## src/rtl/io_out_buf_if.sv

```systemverilog
// io_out_buf_if: peripheral-side handshake bundle of the output write buffer.
//
// Signals:
//   dev_valid  head entry available (driven by the buffer)
//   dev_addr   head entry output port address (driven by the buffer)
//   dev_data   head entry data (driven by the buffer)
//   dev_ready  peripheral accepts the head entry (driven by the peripheral)
//
// Handshake: an entry transfers at a rising clk edge where dev_valid and
// dev_ready are both 1. While dev_valid is 1 and dev_ready is 0 the
// buffer holds dev_addr/dev_data stable. dev_valid never depends
// combinationally on dev_ready; dev_ready may be asserted at any time,
// and it has no effect while dev_valid is 0.
//
// Modports: master = buffer side, slave = peripheral side.

interface io_out_buf_if #(
   parameter int NBADDR = 3,
   parameter int NUBITS = 32
);
   logic              dev_valid;
   logic [NBADDR-1:0] dev_addr;
   logic [NUBITS-1:0] dev_data;
   logic              dev_ready;

   modport master (
      output dev_valid,
      output dev_addr,
      output dev_data,
      input  dev_ready
   );

   modport slave (
      input  dev_valid,
      input  dev_addr,
      input  dev_data,
      output dev_ready
   );
endinterface

```

## src/rtl/io_out_buf.sv

```systemverilog
// io_out_buf: output-port write buffer between the core's output interface
// and external peripherals. Every core output write is captured into a FIFO
// and drained in order through a valid/ready handshake, absorbing bursts
// of OUT instructions while peripherals are busy.
//
// Ports:
//   clk       clock
//   rst       reset, asynchronous, active-high
//   out_en    core output write strobe (one cycle per write)
//   addr_out  core output port address
//   data_in   core output data
//   dev       io_out_buf_if.master: dev_valid/dev_addr/dev_data out, dev_ready in
//   full      count == FDEPTH
//   empty     count == 0
//   count     number of stored entries
//   ovf       sticky overflow flag        (only with IO_OUT_OVF_EN)
//   ovf_clr   clears ovf                  (only with IO_OUT_OVF_EN)
//
// Optional feature macro: IO_OUT_OVF_EN adds the sticky overflow flag.
// Without it, writes arriving while full (and not popping) are dropped
// silently.

module io_out_buf #(
   parameter  int NUBITS = 32,
   parameter  int NUIOOU = 8,
   parameter  int FDEPTH = 8,
   localparam int NBADDR = $clog2(NUIOOU),
   localparam int NPTR   = $clog2(FDEPTH)
) (
   input  logic              clk,
   input  logic              rst,
   input  logic              out_en,
   input  logic [NBADDR-1:0] addr_out,
   input  logic [NUBITS-1:0] data_in,
   io_out_buf_if.master      dev,
   output logic              full,
   output logic              empty,
   output logic [NPTR:0]     count
`ifdef IO_OUT_OVF_EN
   ,
   output logic              ovf,
   input  logic              ovf_clr
`endif
);

   localparam logic [NPTR:0] FULL_CNT = (NPTR+1)'(FDEPTH);
   localparam int            EW       = NBADDR + NUBITS;

   logic [EW-1:0]   mem [FDEPTH];
   logic [NPTR-1:0] wp;
   logic [NPTR-1:0] rp;
   logic            push;
   logic            pop;
   logic [EW-1:0]   head;

   // Flags decode only from the count register, so dev_valid never has a
   // combinational path from out_en or dev_ready.
   assign full          = (count == FULL_CNT);
   assign empty         = (count == '0);
   assign dev.dev_valid = ~empty;

   // A pop at full frees a slot in the same edge, so a write is still
   // accepted then; only out_en & full & ~pop is dropped.
   assign pop  = dev.dev_valid & dev.dev_ready;
   assign push = out_en & (~full | pop);

   // First-word-fall-through: head entry is a combinational array read.
   assign head         = mem[rp];
   assign dev.dev_addr = head[NUBITS +: NBADDR];
   assign dev.dev_data = head[NUBITS-1:0];

   // Storage is deliberately not reset; entries are only observable once
   // count says they were written after reset.
   always_ff @(posedge clk) begin
      if (push) begin
         mem[wp] <= {addr_out, data_in};
      end
   end

   // Pointers are NPTR bits wide and wrap naturally since FDEPTH is 2**NPTR.
   always_ff @(posedge clk or posedge rst) begin
      if (rst) begin
         wp    <= '0;
         rp    <= '0;
         count <= '0;
      end else begin
         if (push) begin
            wp <= wp + 1'b1;
         end
         if (pop) begin
            rp <= rp + 1'b1;
         end
         case ({push, pop})
            2'b10:   count <= count + 1'b1;
            2'b01:   count <= count - 1'b1;
            default: count <= count;
         endcase
      end
   end

`ifdef IO_OUT_OVF_EN
   // Sticky: setting has priority over clearing in the same cycle.
   always_ff @(posedge clk or posedge rst) begin
      if (rst) begin
         ovf <= 1'b0;
      end else if (out_en & full & ~pop) begin
         ovf <= 1'b1;
      end else if (ovf_clr) begin
         ovf <= 1'b0;
      end
   end
`endif

endmodule
```

## src/flat_wrapper.sv

```systemverilog
// flat-port wrapper written by rule: the top's interface ports become plain ports
module io_out_buf_flat 
#(
   parameter  int NUBITS = 32,
   parameter  int NUIOOU = 8,
   parameter  int FDEPTH = 8,
   localparam int NBADDR = $clog2(NUIOOU),
   localparam int NPTR   = $clog2(FDEPTH)
)
  (clk, rst, out_en, addr_out, data_in, full, empty, count, dev_dev_valid, dev_dev_addr, dev_dev_data, dev_dev_ready);
  io_out_buf_if #(.NUBITS(NUBITS)) dev_i ();
  input  logic clk;
  input  logic rst;
  input  logic out_en;
  input  logic [NBADDR-1:0] addr_out;
  input  logic [NUBITS-1:0] data_in;
  output logic full;
  output logic empty;
  output logic [NPTR:0] count;
  output wire logic [$bits(dev_i.dev_valid)-1:0] dev_dev_valid;
  output wire logic [$bits(dev_i.dev_addr)-1:0] dev_dev_addr;
  output wire logic [$bits(dev_i.dev_data)-1:0] dev_dev_data;
  input wire logic [$bits(dev_i.dev_ready)-1:0] dev_dev_ready;
  assign dev_dev_valid = dev_i.dev_valid;
  assign dev_dev_addr = dev_i.dev_addr;
  assign dev_dev_data = dev_i.dev_data;
  assign dev_i.dev_ready = dev_dev_ready;
  io_out_buf #(.NUBITS(NUBITS), .NUIOOU(NUIOOU), .FDEPTH(FDEPTH)) u_core (.clk(clk), .rst(rst), .out_en(out_en), .addr_out(addr_out), .data_in(data_in), .dev(dev_i), .full(full), .empty(empty), .count(count));
endmodule
```

## config.mk

```make
export PLATFORM = sky130hd
export DESIGN_NAME = io_out_buf_flat
export DESIGN_NICKNAME = d
export VERILOG_FILES = /design/src/rtl/io_out_buf_if.sv /design/src/rtl/io_out_buf.sv /design/src/flat_wrapper.sv
export SDC_FILE = /design/constraint.sdc
export NUM_CORES = 1
export LEC_CHECK = 0
export ABC_AREA = 1
export CAP_MARGIN = 10
export CORE_MARGIN = 10
export CORE_UTILIZATION = 50
export CTS_BUF_LIST = sky130_fd_sc_hd__clkbuf_4 sky130_fd_sc_hd__clkbuf_8
export CTS_CLUSTER_SIZE = 24
export DETAILED_ROUTE_END_ITERATION = 12
export DONT_BUFFER_PORTS = 1
export PLACE_DENSITY = 0.67
export SYNTH_ARGS = -nofsm -noshare
export SYNTH_HDL_FRONTEND = slang
export SYNTH_SLANG_ARGS = --single-unit
```

## constraint.sdc

```tcl
create_clock -name clk -period 2.9 [get_ports clk]
set_input_delay 0.87 -clock clk [delete_from_list [all_inputs] [get_ports clk]]
set_output_delay 0.87 -clock clk [all_outputs]
set_load 0.02 [all_outputs]
```

==> results.md, run 1 <==
- Status: complete, no violations
- Global-route wire length before repair: 41300 µm
- Adder-cell share of the synthesized area: 0.654%
- Clock Path Buffers: 3
- NumNets Final: 1375
- Worst r2r src: u_core.count[0]$_DFFE_PP0P_
- Clock insertion delay at the later pin of the skew report: 0.55 ns
- Global-route track usage on met3: 5.05%
- WP depth: 8
- Final min period: 2.80 ns
- Worst-Margin Slew: 0.498 ns
- Final hold vios: 0
- Remaining antenna violation count: 0
- Simple-gate portion of the synthesized area: 23.5%
- Cell Rows: 58
- Cell variety after synth: 21
- Slew margin rel.: 66.7%
- Crit path launch: u_core.rp[0]$_DFFE_PP0P_
- Num CTS Buffers: 47
- CP startpoint kind: flop
- Number of synthesis warnings: 0
- Crit end category: primary output
- Pin count of the biggest net entering global routing: 73
- Core area: 25000 µm²
- WP data required: 2.03 ns
- Clk_skew: 0.0218 ns
- Reg-to-reg slack, setup: 0.47 ns
- Fin Setup TNS: 0 ns
- Post-CTS Hold Buffers: 0
- Largest family of logic cells by synthesized area: simple AND/OR/NAND/NOR gates
- GRT Total Usage: 16.6%
- Reg-to-Reg End: u_core.count[3]$_DFFE_PP0P_
- LEAKAGE: 0.00614 µW
- Post-synthesis compound-gate area fraction: 0.119%
- CP top delay family: flip-flops
- Critical Path Fanout Max: 56
- Crit path kind: flop to primary output
- Routed WL per cell: 15.5 µm
- Gr busiest metal: met2
- Pwr/cell area: 999 nW/µm²
- WP data arrival: 1.93 ns
- Share of cells above drive strength 1: 10.4%
- Worst Setup EP: dev_dev_data[15]
- Diodes inserted: 0
- FILL cells: 2148
- Grt met1 use: 20.8%
- Post-synthesis mux area share: 0%
- Htree depth: 2
- DRT iter0 DRCs: 539
- Final Setup Violations: 0
- Seq cells post-synth: 290
- Fmax: 358 MHz
- Register area: 8660 µm²
- Met2 Use GR: 27.0%
- Initial Util: 50.4%
- Slowest library cell on the worst path: dfrtp_4
- Post-Synthesis Cell Area: 12600 µm²
- Chip width: 179 µm
- Die H: 179 µm
- XOR/XNOR Fraction of Synth Area: 0.347%
- Die area: 32000 µm²
- Placed cell count: 1606
- Tcrit/Tclk final: 96.4%
- Vias/cell: 4.71
- Cells after synthesis: 1299
- CP peak stage delay: 0.51 ns
- Final Max Tran Viols: 0
- VDD IR max: 0.502 mV
- Area of the multi-input gates: 3220 µm²
- MaxCap Viol Count: 0
- Sequential fraction of the synthesis area: 68.5%
- Reg clk slew, reported paths: 0.06 ns
- Vias in the first global route: 7661
- Port bufs: 0
- Hold Crit Class: input port to async pin
- Total clock sinks: 290
- CTS tree: built
- RD Place Congestion: 0.753
- HPWL Detailed: 14300 µm
- CP Buf/Inv Count: 2
- DRT Pass-1 Iters: 6
- Total wire length: 26100 µm
- Most common cell type on the critical path: nand2_1
- Vias post-DR: 7964
- Total grt overflow: 0
- Post-Layout Cell Count: 1691
- Worst path cell trace: buf_12 > buf_16 > nor2_1 > nor2_1 > nand2_1 > nand2_1 > nand2_1 > nand2_2
- Synthesized area per cell: 9.72 µm²
- Num ports: 81
- Root buf cell: clkbuf_8
- Initial antenna violation count: 0
- Layout area overhead: 12.8%
- Net count after synthesis: 1344
- R2R depth: 11
- RSZ-0062 raised after global routing: true
- Residual DRC: 0
worst min-delay path by stage:
stage	start	endpoint	slack, ns	cells past startpoint
finish	rst	u_core.count[0]$_DFFE_PP0P_	0.20	1
global placement	u_core.wp[0]$_DFFE_PP0P_	u_core.wp[0]$_DFFE_PP0P_	0.60	2
global route	rst	u_core.count[1]$_DFFE_PP0P_	0.22	1
floorplan	u_core.wp[0]$_DFFE_PP0P_	u_core.wp[0]$_DFFE_PP0P_	0.54	2
CTS	rst	u_core.count[0]$_DFFE_PP0P_	0.20	1
detailed placement	u_core.wp[0]$_DFFE_PP0P_	u_core.wp[0]$_DFFE_PP0P_	0.62	2
cells in the final DEF, fill, tap and decap left out, drive strengths merged, types with 2 or more instances in the layout:
cell,n
xor2,2
ha,5
clkinv,8
edfxtp,280
xnor2,3
nand2,482
o21ai,3
inv,155
clkbuf,73
buf,35
nand3,8
dfrtp,10
nor2,291
logic make-up after synthesis:
kind of cell	count (synthesis)
simple gates	785
flops	290
buf+inv	210
fa+ha+maj	6
xor+xnor	5
compound gates	3
flip-flops by register name, indices dropped and copies added (netlist names):
name          count
u_core.mem      280
u_core.wp         3
u_core.rp         3
u_core.count      4
final cells by class:
type	instances	share of cell area, %
repair buffers	36	3.26
clock buffers	72	6.12
clock inverters	8	0.237
well taps	330	2.90
multi-input cells	799	22.6
inverters	156	4.13
flip-flops and latches	290	60.8
through the flow:
stage	power [µW]	hold WS [ns]	worst slack (ns)	util, %	cell area (µm²)
2_1_floorplan	9420	0.542	-0.218	-	12600
3_3_place_gp	10600	0.598	0.412	52.7	13200
3_5_place_dp	10700	0.618	0.382	52.7	13200
4_1_cts	14200	0.196	0.0440	56.6	14200
5_1_grt	15300	0.217	-0.0354	56.9	14300
6_report	14200	0.202	0.103	56.9	14300
worst register-to-register path: stages (launching register included):
cell	delay [ns]
dfrtp_1	0.51
nor2_1	0.19
nand3_1	0.11
nand2_1	0.23
inv_1	0.14
ha_1	0.28
ha_1	0.32
or2_2	0.32
nand2_1	0.07
nand2_1	0.05
nand3_1	0.06
nand2_1	0.05
what timing repair did:
item                                    4_1_cts  5_1_grt
pin swaps                                     0        3
resized for setup                             2       21
endpoints found under the setup margin       34       24
gates cloned                                  0        1
setup buffers                                 4        0
Yosys cell counts (all sizes together):
cell | number | area share (%)
nand2 | 482 | 14
nor2 | 291 | 8.6
edfxtp | 280 | 67
inv | 155 | 4.6
buf | 45 | 1.9
dfrtp | 10 | 2.0
clkbuf | 9 | 0.27
nand3 | 8 | 0.32
ha | 5 | 0.50
o21ai | 3 | 0.12
xnor2 | 3 | 0.21
xor2 | 2 | 0.14
clkinv | 1 | 0.030
fa | 1 | 0.16
nand3b | 1 | 0.059
nand4 | 1 | 0.050
nor4 | 1 | 0.050
or2 | 1 | 0.050
per-layer routing:
metal / share of wire, % / up-vias
li1: - / 4088
met1: 44 / 3683
met2: 48 / 152
met3: 6.7 / 41
met4: 1.7 / 0
met5: 0 / -
where the power goes:
part | internal, µW | leakage (µW) | switching [µW]
combinational | 1650 | 0.00300 | 3810
clock | 1890 | 0.000480 | 1480
sequential | 5180 | 0.00266 | 231
total | 8720 | 0.00614 | 5520
Power figures use the tool's default switching activity.
==> run 2, diff against run 1 <==
Settings changed: ABC_AREA 1 to default.
==> run 2 against run 1 <==
  * Final cell count fell by 50%
  * Sequential share of layout area rose by 6.0 points
  * Highest routed layer unchanged
  * The flow now finishes with violations (setup timing)
  * Count of clock-buffer cells in the layout down 9
  * Utilization is 2.4 points higher
==> results.md, run 2 <==
- Status: finished, violations left
- Failing checks: setup timing
- CP startpoint kind: flop
- Hold Crit Class: input port to async pin
- Pin count of the biggest net entering global routing: 26 (-64%)
- Post-Synthesis Cell Area: 11200 µm² (-12%)
- Crit end category: primary output
- Initial antenna violation count: 0 (unchanged)
- RD Place Congestion: 0.773 (+2.7%)
- WP data required: 2.03 ns (about the same)
- Most frequent cells in the layout: edfxtp_1 (280), mux4_2 (70), clkbuf_8 (46)
- Residual DRC: 0 (unchanged)
- Pwr/cell area: 1060 nW/µm² (+5.6%)
- Sequential fraction of the synthesis area: 77.6% (+9.1 points)
- Final Setup Violations: 34 (+34)
- CTS tree: built
- Total grt overflow: 0 (unchanged)
- Total clock sinks: 290 (unchanged)
- WP data arrival: 2.14 ns (+0.21 ns)
- Vias in the first global route: 5335 (-30%)
- Vias/cell: 5.79 (+23%)
- Tcrit/Tclk final: 104% (+7.4 points)
- Total wire length: 22100 µm (-16%)
- Initial Util: 50.9% (+0.49 points)
- Num CTS Buffers: 45 (-4.3%)
- Cell with the most instances after synthesis: edfxtp_1
- Area of the multi-input gates: 2570 µm² (-20%)
- Post-synth ARST share: 3.45% (unchanged)
- Post-synth EDFFs: 280 (unchanged)
- Yosys top cell by area: edfxtp_1
- Chip width: 169 µm (-5.4%)
- Final Max Tran Viols: 0 (unchanged)
- Placed cell count: 759 (-53%)
- Root buf cell: clkbuf_8
- GRT Total Usage: 14.9% (-1.7 points)
- Post-layout util: 59.3% (+2.4 points)
- Routed WL per cell: 26.1 µm (+69%)
- Die area: 28700 µm² (-10%)
- Worst-Margin Slew: 0.597 ns (+0.0992 ns)
- Max FFs per register: 280 (unchanged)
- Slack of the critical path: -0.111 ns (-0.214 ns)
- MaxCap Viol Count: 0 (unchanged)
- Share of the synthesized area in the top cell type: 75.4% (+8.8 points)
- Net count after synthesis: 515 (-62%)
- Post-CTS Hold Buffers: 0 (unchanged)
- Commonest cells post-synth: edfxtp_1 (280), mux4_2 (70), mux2_2 (37)
- Die H: 169 µm (-5.4%)
- Clk_skew: 0.0144 ns (-0.00740 ns)
- Post-Layout Cell Count: 846 (-50%)
- Synth top area cells: edfxtp_1 (75%), mux4_2 (14%), mux2_2 (3.7%)
- NumNets Final: 585 (-57%)
- Global-route wire length before repair: 32500 µm (-21%)
- Post-place setup slack: 0.148 ns (-0.234 ns)
- Top reg by flops: u_core.mem
- Clock insertion delay at the later pin of the skew report: 0.54 ns (about the same)
- RSZ-0062 raised after global routing: true
- Vias post-DR: 4899 (-38%)
- Cell Rows: 54 (-6.9%)
- Num ports: 81 (unchanged)
- Placed cell areas: 11800 µm² (-11%)
- Largest regs: u_core.mem x280, u_core.count x4
- DRT Pass-1 Iters: 4 (-2)
- Htree depth: 2 (unchanged)
- Critical Path Fanout Max: 8 (-86%)
- Final min period: 3.01 ns (+0.214 ns)
- Main synth FF type: edfxtp_1
- Synthesized area per cell: 23.7 µm² (+140%)
- Register area: 8670 µm² (about the same)
- Cell variety after synth: 33 (+57%)
- Seq cells post-synth: 290 (unchanged)
- Share of cells above drive strength 1: 41.2% (+31 points)
- Reg clk slew, reported paths: 0.06 ns (about the same)
- Commonest non-fill, non-tap cell in the layout: edfxtp_1
- LEAKAGE: 0.00432 µW (-30%)
- Crit path kind: flop to primary output
- Fmax: 332 MHz (-7.1%)
- Layout area overhead: 16.4%
- Final hold vios: 0 (unchanged)
- Core area: 21900 µm² (-13%)
- Port bufs: 0 (unchanged)
- Remaining antenna violation count: 0 (unchanged)
- Number of synthesis warnings: 0 (unchanged)
- HPWL Detailed: 12100 µm (-15%)
- Clock Path Buffers: 3 (unchanged)
- Diodes inserted: 0 (unchanged)
- FILL cells: 1545 (-28%)
- Cells after synthesis: 470 (-64%)
- DRT iter0 DRCs: 315 (-42%)
- Final instance area: 13000 µm² (-8.9%)
- Slew margin rel.: 60.0% (-6.7 points)
- VDD IR max: 0.586 mV (+17%)
[run 2: cell count changes in the layout (fill, tap and decap cells not counted), moves of 3 or more]
cell,delta
nor2_1,-281
inv_1,-146
mux2_4,+36
buf_6,+3
nand3_1,-6
buf_4,+6
o211ai_1,+3
mux4_2,+70
nor2_4,-6
clkbuf_8,-7
nand2_1,-461
clkbuf_16,+3
nand2_2,-18
[run 2: what timing repair did]
| action | 4_1_cts | 5_1_grt |
|---|---|---|
| setup endpoints to repair | 35 | 35 |
| endpoints found under the hold margin | 0 | 0 |
| setup buffers | 2 | 6 |
| gates resized for setup | 40 | 5 |
| cloned | 2 | 6 |
[run 2: kinds of logic (layout without fill, tap and decap cells)]
| logic type | Yosys count | after routing | synth area share, % |
|---|---|---|---|
| adders and majority gates | 6 | 6 | 0.740 |
| xor gates and xnor gates | 6 | 6 | 0.471 |
| DFF | 290 | 290 | 77.6 |
| AOI/OAI and AO/OA | 9 | 9 | 0.662 |
| muxes | 109 | 109 | 18.1 |
| and+or+nand+nor | 21 | 21 | 1.16 |
| buffers and inverters | 29 | 125 | 1.23 |
[run 2: metrics by stage]
stage | power (µW) | hold slack (ns) | setup TNS, ns
after floorplan | 8780 | 0.582 | -103.05
after global placement | 9840 | 0.548 | 0
after detailed placement | 9930 | 0.565 | 0
after CTS | 13600 | 0.190 | -5.46
after global routing | 14400 | 0.201 | -5.83
final | 13700 | 0.215 | -3.13
[run 2: cell type report]
type	instances	share of cell area, %
clock buffers	63	5.86
clock inverters	10	0.559
inverters	8	0.231
multi-input cells	151	19.8
flip-flops and latches	290	66.7
well taps	280	2.70
repair buffers	44	4.12
[run 2: where the power goes]
| group | switching [µW] | total (µW) | internal [µW] |
|---|---|---|---|
| combinational | 2470 | 4880 | 2410 |
| sequential | 341 | 5640 | 5300 |
| clock | 1430 | 3190 | 1760 |
| total | 4240 | 13700 | 9470 |
[run 2: metal layers]
metal	wire length [µm]	GRT usage [%]	vias to the layer above
met5	0	0	-
met4	276	3.83	0
met1	8760	18.6	2569
li1	-	-	2135
met2	11200	24.2	169
met3	1860	5.58	26
[run 2: worst max-delay path: stages, from the launching register on]
cell and delay [ns]:
dfrtp_4 0.47, buf_12 0.15, buf_12 0.15, mux4_2 0.51, mux2_4 0.32
[run 2: path summary, 6_finish.rpt]
kind | start | to | slack (ns) | depth (start not counted)
setup reg to reg | u_core.count[0]$_DFFE_PP0P_ | u_core.count[3]$_DFFE_PP0P_ | 0.15 | 8
max in group asynchronous | rst | u_core.rp[1]$_DFFE_PP0P_ | 2.36 | 1
hold / removal | rst | u_core.count[2]$_DFFE_PP0P_ | 0.22 | 1
hold reg to reg | u_core.count[2]$_DFFE_PP0P_ | u_core.count[2]$_DFFE_PP0P_ | 0.58 | 2
setup / recovery | u_core.rp[0]$_DFFE_PP0P_ | dev_dev_data[10] | -0.11 | 4
min in group clk | data_in[10] | u_core.mem[2][10]$_DFFE_PP_ | 0.42 | 0
==> run 3, diff against run 2 <==
Settings changed: HOLD_SLACK_MARGIN from default to 0.1.
==> results of run 3 <==
The final DEF is identical to that of run 2; final timing and power are the same.
